--- config.mk ---
export PLATFORM = sky130hd
export DESIGN_NAME = button_event_encoder
export DESIGN_NICKNAME = d
export VERILOG_FILES = /design/src/rtl/button_event_encoder.sv
export SDC_FILE = /design/constraint.sdc
export NUM_CORES = 1
export LEC_CHECK = 0
export CORE_ASPECT_RATIO = 1.5
export CORE_MARGIN = 3
export CORE_UTILIZATION = 45
export DETAILED_ROUTE_END_ITERATION = 10
export PLACE_DENSITY_LB_ADDON = 0.08
export SLEW_MARGIN = 10
export SYNTH_ARGS = -nofsm -noshare
export SYNTH_HDL_FRONTEND = slang
export SYNTH_SLANG_ARGS = --single-unit
--- constraint.sdc ---
create_clock -name clk -period 2.92 [get_ports clk]
set_clock_uncertainty 0.2 [all_clocks]
set_input_delay 0.584 -clock clk [delete_from_list [all_inputs] [get_ports clk]]
set_output_delay 0.584 -clock clk [all_outputs]
set_load 0.05 [all_outputs]
--- src/rtl/button_event_encoder.sv ---
`default_nettype none
// ============================================================================
// Module      : button_event_encoder
// Description : Front end for the player push-button. Synchronises the raw,
//               active-low, bouncy button, debounces it on a slow sample
//               tick, and turns the clean level into PRESS / LONG / REPEAT /
//               RELEASE events held in a 2-entry FIFO behind valid/ready.
// Revision    : 1.0 - initial release
// ----------------------------------------------------------------------------
// Ports
//   clk          in   system clock
//   reset        in   asynchronous, active-high reset
//   i_button     in   raw push-button, active-low (0 = pressed), async to clk
//   i_evt_ready  in   consumer accepts the head event this cycle
//   o_evt_valid  out  FIFO non-empty
//   o_evt_code   out  head event: 00 RELEASE, 01 PRESS, 10 LONG, 11 REPEAT
//   o_pressed    out  debounced level, 1 = held
//   o_dropped    out  sticky: an event was lost because the FIFO was full
// ============================================================================
module button_event_encoder #(
  parameter int TICK_DIV       = 250000,
  parameter int DEBOUNCE_TICKS = 4,
  parameter int LONG_TICKS     = 50,
  parameter int REPEAT_TICKS   = 10
) (
  input  logic       clk,
  input  logic       reset,
  input  logic       i_button,
  input  logic       i_evt_ready,
  output logic       o_evt_valid,
  output logic [1:0] o_evt_code,
  output logic       o_pressed,
  output logic       o_dropped
);

  // --------------------------------------------------------------------------
  // Constants
  // --------------------------------------------------------------------------
  localparam int c_TICK_W   = (TICK_DIV > 2) ? $clog2(TICK_DIV) : 1;
  localparam int c_DEB_W    = $clog2(DEBOUNCE_TICKS + 1);
  localparam int c_HOLD_MAX = (LONG_TICKS > REPEAT_TICKS) ? LONG_TICKS : REPEAT_TICKS;
  localparam int c_HOLD_W   = (c_HOLD_MAX < 1) ? 1 : $clog2(c_HOLD_MAX + 1);

  localparam logic [c_TICK_W-1:0] c_TICK_LAST = c_TICK_W'(TICK_DIV - 1);
  localparam logic [c_DEB_W-1:0]  c_DEB_THR   = c_DEB_W'(DEBOUNCE_TICKS);
  localparam logic [c_HOLD_W-1:0] c_LONG      = c_HOLD_W'(LONG_TICKS);
  localparam logic [c_HOLD_W-1:0] c_REPEAT    = c_HOLD_W'(REPEAT_TICKS);

  localparam logic [1:0] c_EVT_RELEASE = 2'b00;
  localparam logic [1:0] c_EVT_PRESS   = 2'b01;
  localparam logic [1:0] c_EVT_LONG    = 2'b10;
  localparam logic [1:0] c_EVT_REPEAT  = 2'b11;

  typedef enum logic [1:0] {
    S_IDLE   = 2'd0,
    S_HELD   = 2'd1,
    S_REPEAT = 2'd2
  } state_t;

  // --------------------------------------------------------------------------
  // Declarations
  // --------------------------------------------------------------------------
  logic                r_sync1;
  logic                r_sync2;
  logic                w_btn_s;

  logic [c_TICK_W-1:0] r_tick_cnt;
  logic                w_tick;

  logic [c_DEB_W-1:0]  r_deb_cnt;
  logic [c_DEB_W-1:0]  w_deb_next;
  logic                r_pressed;
  logic                r_pressed_d;
  logic                w_rise;
  logic                w_fall;

  state_t              r_state;
  logic [c_HOLD_W-1:0] r_hold;
  logic                w_push;
  logic [1:0]          w_push_code;

  logic [1:0]          r_head;
  logic [1:0]          r_tail;
  logic [1:0]          r_count;
  logic                r_dropped;
  logic                w_pop;

  // --------------------------------------------------------------------------
  // Two-flop synchroniser. Flops rest at 1 so reset looks like "released".
  // --------------------------------------------------------------------------
  always_ff @(posedge clk or posedge reset) begin
    if (reset) begin
      r_sync1 <= 1'b1;
      r_sync2 <= 1'b1;
    end else begin
      r_sync1 <= i_button;
      r_sync2 <= r_sync1;
    end
  end

  // Button is active-low; flip it so 1 means pressed from here on.
  assign w_btn_s = ~r_sync2;

  // --------------------------------------------------------------------------
  // Sample tick: one-cycle strobe every TICK_DIV clocks.
  // --------------------------------------------------------------------------
  assign w_tick = (r_tick_cnt == c_TICK_LAST);

  always_ff @(posedge clk or posedge reset) begin
    if (reset) begin
      r_tick_cnt <= '0;
    end else if (w_tick) begin
      r_tick_cnt <= '0;
    end else begin
      r_tick_cnt <= r_tick_cnt + 1'b1;
    end
  end

  // --------------------------------------------------------------------------
  // Debounce: the level only flips after DEBOUNCE_TICKS consecutive ticks
  // disagreeing with it; any agreeing sample restarts the run.
  // --------------------------------------------------------------------------
  assign w_deb_next = r_deb_cnt + 1'b1;

  always_ff @(posedge clk or posedge reset) begin
    if (reset) begin
      r_deb_cnt   <= '0;
      r_pressed   <= 1'b0;
      r_pressed_d <= 1'b0;
    end else begin
      r_pressed_d <= r_pressed;
      if (w_tick) begin
        if (w_btn_s == r_pressed) begin
          r_deb_cnt <= '0;
        end else if (w_deb_next == c_DEB_THR) begin
          r_pressed <= ~r_pressed;
          r_deb_cnt <= '0;
        end else begin
          r_deb_cnt <= w_deb_next;
        end
      end
    end
  end

  // Level edges are seen the cycle after the deciding tick, which is exactly
  // when the event push has to happen.
  assign w_rise = r_pressed & ~r_pressed_d;
  assign w_fall = ~r_pressed & r_pressed_d;

  // --------------------------------------------------------------------------
  // Event decode. Hold-count matches are only ever observed in the cycle
  // after a tick, so they line up with level edges; a release found in the
  // same cycle wins over LONG/REPEAT.
  // --------------------------------------------------------------------------
  always_comb begin
    w_push      = 1'b0;
    w_push_code = c_EVT_RELEASE;
    case (r_state)
      S_IDLE: begin
        if (w_rise) begin
          w_push      = 1'b1;
          w_push_code = c_EVT_PRESS;
        end
      end
      S_HELD: begin
        if (w_fall) begin
          w_push      = 1'b1;
          w_push_code = c_EVT_RELEASE;
        end else if (r_hold == c_LONG) begin
          w_push      = 1'b1;
          w_push_code = c_EVT_LONG;
        end
      end
      S_REPEAT: begin
        if (w_fall) begin
          w_push      = 1'b1;
          w_push_code = c_EVT_RELEASE;
        end else if (r_hold == c_REPEAT) begin
          w_push      = 1'b1;
          w_push_code = c_EVT_REPEAT;
        end
      end
      default: begin
        w_push      = 1'b0;
        w_push_code = c_EVT_RELEASE;
      end
    endcase
  end

  // --------------------------------------------------------------------------
  // Press state machine and hold counter. The counter is cleared as soon as
  // it hits its threshold, so it never exceeds the larger of the two limits.
  // --------------------------------------------------------------------------
  always_ff @(posedge clk or posedge reset) begin
    if (reset) begin
      r_state <= S_IDLE;
      r_hold  <= '0;
    end else begin
      case (r_state)
        S_IDLE: begin
          if (w_rise) begin
            r_hold  <= '0;
            r_state <= S_HELD;
          end
        end
        S_HELD: begin
          if (w_fall) begin
            r_state <= S_IDLE;
          end else if (r_hold == c_LONG) begin
            r_hold  <= '0;
            r_state <= S_REPEAT;
          end else if (w_tick) begin
            r_hold <= r_hold + 1'b1;
          end
        end
        S_REPEAT: begin
          if (w_fall) begin
            r_state <= S_IDLE;
          end else if (r_hold == c_REPEAT) begin
            r_hold <= '0;
          end else if (w_tick) begin
            r_hold <= r_hold + 1'b1;
          end
        end
        default: begin
          r_state <= S_IDLE;
          r_hold  <= '0;
        end
      endcase
    end
  end

  // --------------------------------------------------------------------------
  // Two-entry FIFO kept as head/tail registers plus an occupancy count.
  // A push into a full FIFO survives only if the head pops in the same cycle.
  // --------------------------------------------------------------------------
  assign w_pop = (r_count != 2'd0) && i_evt_ready;

  always_ff @(posedge clk or posedge reset) begin
    if (reset) begin
      r_head    <= c_EVT_RELEASE;
      r_tail    <= c_EVT_RELEASE;
      r_count   <= 2'd0;
      r_dropped <= 1'b0;
    end else begin
      case (r_count)
        2'd0: begin
          if (w_push) begin
            r_head  <= w_push_code;
            r_count <= 2'd1;
          end
        end
        2'd1: begin
          if (w_push && w_pop) begin
            r_head <= w_push_code;
          end else if (w_push) begin
            r_tail  <= w_push_code;
            r_count <= 2'd2;
          end else if (w_pop) begin
            r_count <= 2'd0;
          end
        end
        2'd2: begin
          if (w_pop) begin
            r_head <= r_tail;
            if (w_push) begin
              r_tail <= w_push_code;
            end else begin
              r_count <= 2'd1;
            end
          end else if (w_push) begin
            r_dropped <= 1'b1;
          end
        end
        default: begin
          r_count <= 2'd0;
        end
      endcase
    end
  end

  // --------------------------------------------------------------------------
  // Outputs
  // --------------------------------------------------------------------------
  assign o_evt_valid = (r_count != 2'd0);
  assign o_evt_code  = r_head;
  assign o_pressed   = r_pressed;
  assign o_dropped   = r_dropped;

endmodule
`default_nettype wire
# --- After elaboration in Yosys (flattened, before gate mapping) ---
# Index checks and enable logic that the tools add are counted.
totals:
  regBits: 40
  inputBits: 4
  output_inout_bits: 5
  wordCells: 98
op_classes:
  n_addsub: 3
  eq_ne: 20
  mux: 42
  bitwise_logic: 7
  reduce_logical: 14
ops:
  columns: ["cell", "count"]
  rows:
  - ["2-bit 2-to-1 mux", 20]
  - ["6-bit 2-to-1 mux", 6]
  - ["2-bit case mux with 3 select lines", 4]
  - ["18-bit by 1-bit adder with 18-bit output, second input constant", 1]
  - ["18-bit equality test, second input constant", 1]
  - ["18-bit 2-to-1 mux", 1]
  - ["2-bit != test, second input constant", 9]
  - ["6-bit case mux with 3 select lines", 1]
  - ["3-bit AND reduction", 5]
  - ["6-bit by 1-bit adder with 6-bit output, second input constant", 1]
  - ["6-bit by 4-bit equality test with 1-bit output, second input constant", 1]
  - ["6-bit equality test, second input constant", 1]
  - ["1-bit 2-to-1 mux", 6]
  - ["3-bit 2-to-1 mux", 2]
  - ["3-bit != test, second input constant", 2]
  - ["1-bit NOT", 5]
  - ["5-bit AND reduction", 1]
  - ["2-bit by 1-bit equality test with 1-bit output, second input constant", 2]
  - ["2-bit equality test, second input constant", 2]
  - ["2-bit zero test", 2]
  - ["2-bit case mux with 2 select lines", 1]
  - ["4-bit AND reduction", 1]
  - ["2-bit nonzero test", 2]
  - ["3-bit by 1-bit adder with 3-bit output, second input constant", 1]
  - ["6 further kinds", 8]

# --- Logic depth before layout (Yosys ltp) ---
depth:
  ltp_word: 7
  depth_mapped: 8
  mapped_depth_nobuf: 7

# --- Worst setup path before layout ---
# OpenSTA, ideal clock, no wires.
synth_path:
  path_type: "register to register"
  from: "register r_state[0]"
  to: "register r_tail[0]"
  setup_ns: 0.125
  arrival_time_ns: 1.752
  required_time_ns: 2.595
  path_slack_ns: 0.844
  stages_incl_launch_ff: 9
  path_buffers: 1
  synth_period_minus_slack_ns: 2.076
  cell_sequence: "dfrtp_1 inv_1 ha_1 nand4bb_1 o21ai_0 a31oi_1 buf_2 nand2b_1 mux2_2"
synth_between:
  elab_chain_cells: 5
  word_cells_on_any_way: 12
  classes_between: "3 x eq/ne; 6 x mux; 3 x reduce/logical"
synth_lines:
  columns: ["element", "line_no", "source"]
  rows:
  - ["start, declared", "77", "state_t r_state;"]
  - ["start signal, assigned", "196", "r_state <= S_IDLE;"]
  - ["start signal, assigned", "203", "r_state <= S_HELD;"]
  - ["start signal, assigned", "208", "r_state <= S_IDLE;"]
  - ["2-bit equality test (tied with other cells)", "158", "case (r_state)"]
  - ["2-bit case mux with 3 select lines or 1-bit case mux with 3 select lines (tied branches)", "158", null]
  - ["2-bit 2-to-1 mux or 1-bit logical AND (tied branches)", "256, 266, 254", null]
  - ["2-bit 2-to-1 mux (tied with other cells)", "264", "if (w_pop) begin"]
  - ["2-bit case mux with 2 select lines or 3-bit AND reduction (tied branches)", null, null]
  - ["end signal, assigned", "242", "r_tail <= c_EVT_RELEASE;"]
  - ["end signal, assigned", "257", "r_tail <= w_push_code;"]
  - ["end signal, assigned", "267", "r_tail <= w_push_code;"]
  - ["end, declared", "83", "logic [1:0] r_tail;"]
# Several ways; a longest one is shown, not always the timed one. The select of a mux whose other input is x is not followed.
# A chain may end at the register's enable or synchronous reset.

# --- Final worst setup path ---
layout_path:
  from: "register r_count[1]"
  to: "output o_evt_valid"
layout_between:
  elab_chain_cells: 1
layout_lines:
  columns: ["element", "line_no", "source"]
  rows:
  - ["start, declared", "84", "logic [1:0] r_count;"]
  - ["start signal, assigned", "243", "r_count <= 2'd0;"]
  - ["start signal, assigned", "250", "r_count <= 2'd1;"]
  - ["start signal, assigned", "258", "r_count <= 2'd2;"]
  - ["2-bit nonzero test", "285", "assign o_evt_valid = (r_count != 2'd0);"]
  - ["end, declared", "30", "output logic o_evt_valid,"]
# Every way passes these cells.

==> impl_metrics.py <==
metrics = {
    "logic_synthesis": {
        "synth-seq-area-share_pct": 45.6,
        "ys.flop_type": "dfrtp_1",
        "synth_mux_area_share_pct": 2.39,
        "ys_async_sr_fraction_pct": 100,
        "syn-num-nets": 231,
        "synthSimpleGateAreaFrac_pct": 26.6,
        "synthAdderAreaFrac_pct": 5.68,
        "syn_inst": 217,
        "syn_area_um2": 2200,
        "synth_xor_area_share_pct": 7.16,
        "synth.avg_cell_area_um2": 10.1,
        "synth_cell_types": 47,
        "synth_top_family_by_area": "simple AND/OR/NAND/NOR gates",
        "synth_compound_area_share_pct": 10.0,
        "synth_warnings": 0,
        "ys_seq_elements": 40,
        "synth-edff-count": 0,
    },
    "clock_tree": {
        "cts_setup_buffers": 0,
        "tritoncts": "done",
        "cts_root_buf": "clkbuf_8",
        "hold_buffers": 0,
        "clk_latency_ps": 290,
        "cts-htree-levels": 2,
        "clock-sinks": 40,
        "cts_made_buffers": 5,
        "post_cts_resized": 0,
        "clockBufferDepth": 2,
        "clkTransAtPathRegs_ps": 80,
    },
    "critical_path": {
        "ff2ff_setup_slack_ps": 550,
        "r2r_cells": 8,
        "cp.required_ps": 2140,
        "endpoint_kind": "output pin",
        "r2r-end": "o_evt_code[0]",
        "worstPathCellList": "or2_2 > clkdlybuf4s50_1",
        "cp_slowest_cell": "clkdlybuf4s50_1",
        "critical_path.max_stage_delay_ps": 700,
        "cp_max_fo": 12,
        "path_delay_family": "buffers and inverters",
        "worst-endpoint-arrival_ps": 1840,
        "crit_type": "register to output pin",
        "worstReg2RegStart": "r_state[0]",
        "startpoint_type": "register",
        "cp.buffers_inverters": 1,
    },
    "floorplanning": {
        "die-area_um2": 5790,
        "initial_utilization_pct": 47.7,
        "rows": 30,
        "die_h_um": 91.7,
        "ios": 9,
        "fp.dieW_um": 63.1,
        "core_region_area_um2": 4620,
    },
    "layout": {
        "layout-drive-gt1-share_pct": 9.52,
        "area_growth_pct": 12.0,
        "fill_cells": 455,
        "final_cells": 295,
        "n_antenna_cell": 0,
        "final_nets": 244,
    },
    "routing": {
        "first_pass_iters": 4,
        "wire_per_inst_um": 13.7,
        "drcViolationCount": 0,
        "totalWireLength_mm": 4.04,
        "antenna_left": 0,
        "viasPerCell": 5.44,
        "drt_iter0_drc": 79,
        "dr_total_vias": 1604,
    },
    "hold_path": {
        "hold_start": "r_sync1",
        "min_path_cells": 0,
        "min_path_type": "register to register",
        "holdPathEnd": "r_sync2",
    },
    "sta": {
        "worst_slew_pin_slew_ps": 602,
        "fin_tns_setup_ps": 0,
        "slew_viol_final": 0,
        "fmaxAchievable_ghz": 0.382,
        "rsz0062_at_grt": "no",
        "hold_viol": 0,
        "period_minus_slack_ps": 2620,
        "relSlewSlack_pct": 59.7,
        "setup_viol": 0,
        "fin_crit_sh_pct": 89.8,
    },
    "power": {
        "ir_drop_v": 0.000294,
        "p_leak_nw": 1.10,
        "power_density_nw_per_um2": 413,
    },
    "job": {
        "maxCapViolations": 0,
    },
    "place": {
        "dpl.hpwl_mm": 3.00,
        "gp_congestion": 0.817,
        "place_inst": 287,
        "io_buffer_count": 8,
    },
    "global_routing": {
        "grt_pass1_wl_mm": 7.22,
        "gr-usage-all-layers_pct": 15.6,
        "grt_overflow": 0,
        "grt_max_degree": 41,
        "antenna_found_initial": 0,
        "grt_pass1_vias": 1652,
    },
    "status": {
        "run_status": "finished, final reports clean",
    },
}
[per-stage QoR]
| step | utilization, % | setup slack [ps] | area (um^2) | total power [mW] | hold slack, ps |
|---|---|---|---|---|---|
| finish | 53.4 | 299 | 2470 | 1.02 | 158 |
| global route | 53.4 | 243 | 2470 | 1.06 | 166 |
| floorplan | - | 844 | 2200 | 0.578 | 145 |
| detailed placement | 51.1 | 548 | 2360 | 0.588 | 149 |
| global placement | 51.1 | 609 | 2360 | 0.587 | 148 |
| CTS | 53.4 | 299 | 2470 | 1.04 | 160 |
[kinds of logic (layout without fill, tap and decap cells)]
kind of cell,count (synthesis),after routing
AOI/OAI and AO/OA,32,32
xor gates and xnor gates,18,18
adders and majority gates,10,10
buffers and inverters,14,28
DFF,40,40
muxes,5,5
and+or+nand+nor,98,98
[synth_stat cells, types with 3 or more instances]
cell type / n / area share, %
dfrtp_1: 38 / 43
nor2_1: 19 / 3.2
nand2_1: 17 / 2.9
nand3_1: 14 / 3.2
xnor2_1: 12 / 4.8
ha_1: 10 / 5.7
inv_1: 10 / 1.7
a21oi_1: 8 / 1.8
nand2b_1: 7 / 2.0
o21ai_0: 7 / 1.6
nor2b_1: 6 / 1.7
xor2_1: 6 / 2.4
nand4_1: 4 / 1.1
nor3b_1: 4 / 1.4
and2_1: 3 / 0.85
and4_1: 3 / 1.2
buf_2: 3 / 0.68
mux2i_1: 3 / 1.4
nand3b_1: 3 / 1.0
[worst max-delay path by stage]
stage	startpoint	end	slack [ps]	cells after the start
2_1_floorplan	r_state[0]	r_tail[0]	840	8
3_3_place_gp	i_evt_ready	r_tail[0]	610	6
3_5_place_dp	i_evt_ready	r_tail[0]	550	6
4_1_cts	r_count[1]	o_evt_valid	300	2
5_1_grt	r_count[1]	o_evt_valid	240	2
6_report	r_count[1]	o_evt_valid	300	2
[worst reg2reg max path: stages, from the launching register on]
cell and delay [ps]:
dfrtp_1 420, inv_1 110, ha_1 270, nand4bb_1 180, o21ai_0 140, a31oi_1 110, buf_4 180, or4_1 510
o221a_2 140
[layout by cell type, fill, tap and decap left out, types with 3 or more instances in the layout]
cell	instances
a21oi_1	8
and2_1	3
and4_1	3
clkbuf_8	5
clkdlybuf4s50_1	8
dfrtp_1	38
ha_1	10
inv_1	10
mux2i_1	3
nand2_1	17
nand2b_1	7
nand3_1	14
nand3b_1	3
nand4_1	4
nor2_1	19
nor2b_1	6
nor3b_1	4
o21ai_0	7
xnor2_1	12
xor2_1	6
[registers in the layout (all words and copies together) (netlist names)]
name         flops
r_tick_cnt      18
r_hold           6
r_deb_cnt        3
o_evt_code       2
r_count          2
r_state          2
r_tail           2
o_dropped        1
o_pressed        1
r_pressed_d      1
r_sync1          1
r_sync2          1
[cell type report]
class	count	area [um^2]	area share, %
well taps	64	80.1	3.25
clock buffers	6	72.6	2.94
repair buffers	10	95.1	3.86
multi-input cells	163	1140	46.3
flip-flops and latches	40	1000	40.7
clock inverters	2	35.0	1.42
inverters	10	37.5	1.52
[routing by layer]
metal  vias up  track usage (%)  part of all wire, %
li1        792                -                    -
met4         0             6.26                  1.3
met5         -                0                    0
met2        18             28.5                   55
met1       789             17.8                   41
met3         5             2.70                  2.7
[where the power goes]
group	switching, mW	internal (mW)	leakage [nW]	total, mW
Sequential	0.000832	0.556	0.532	0.557
Combinational	0.0134	0.00580	0.513	0.0192
Clock	0.189	0.254	0.0552	0.443
Total	0.203	0.816	1.10	1.02
Note: power is estimated with default switching activity, not from simulation.
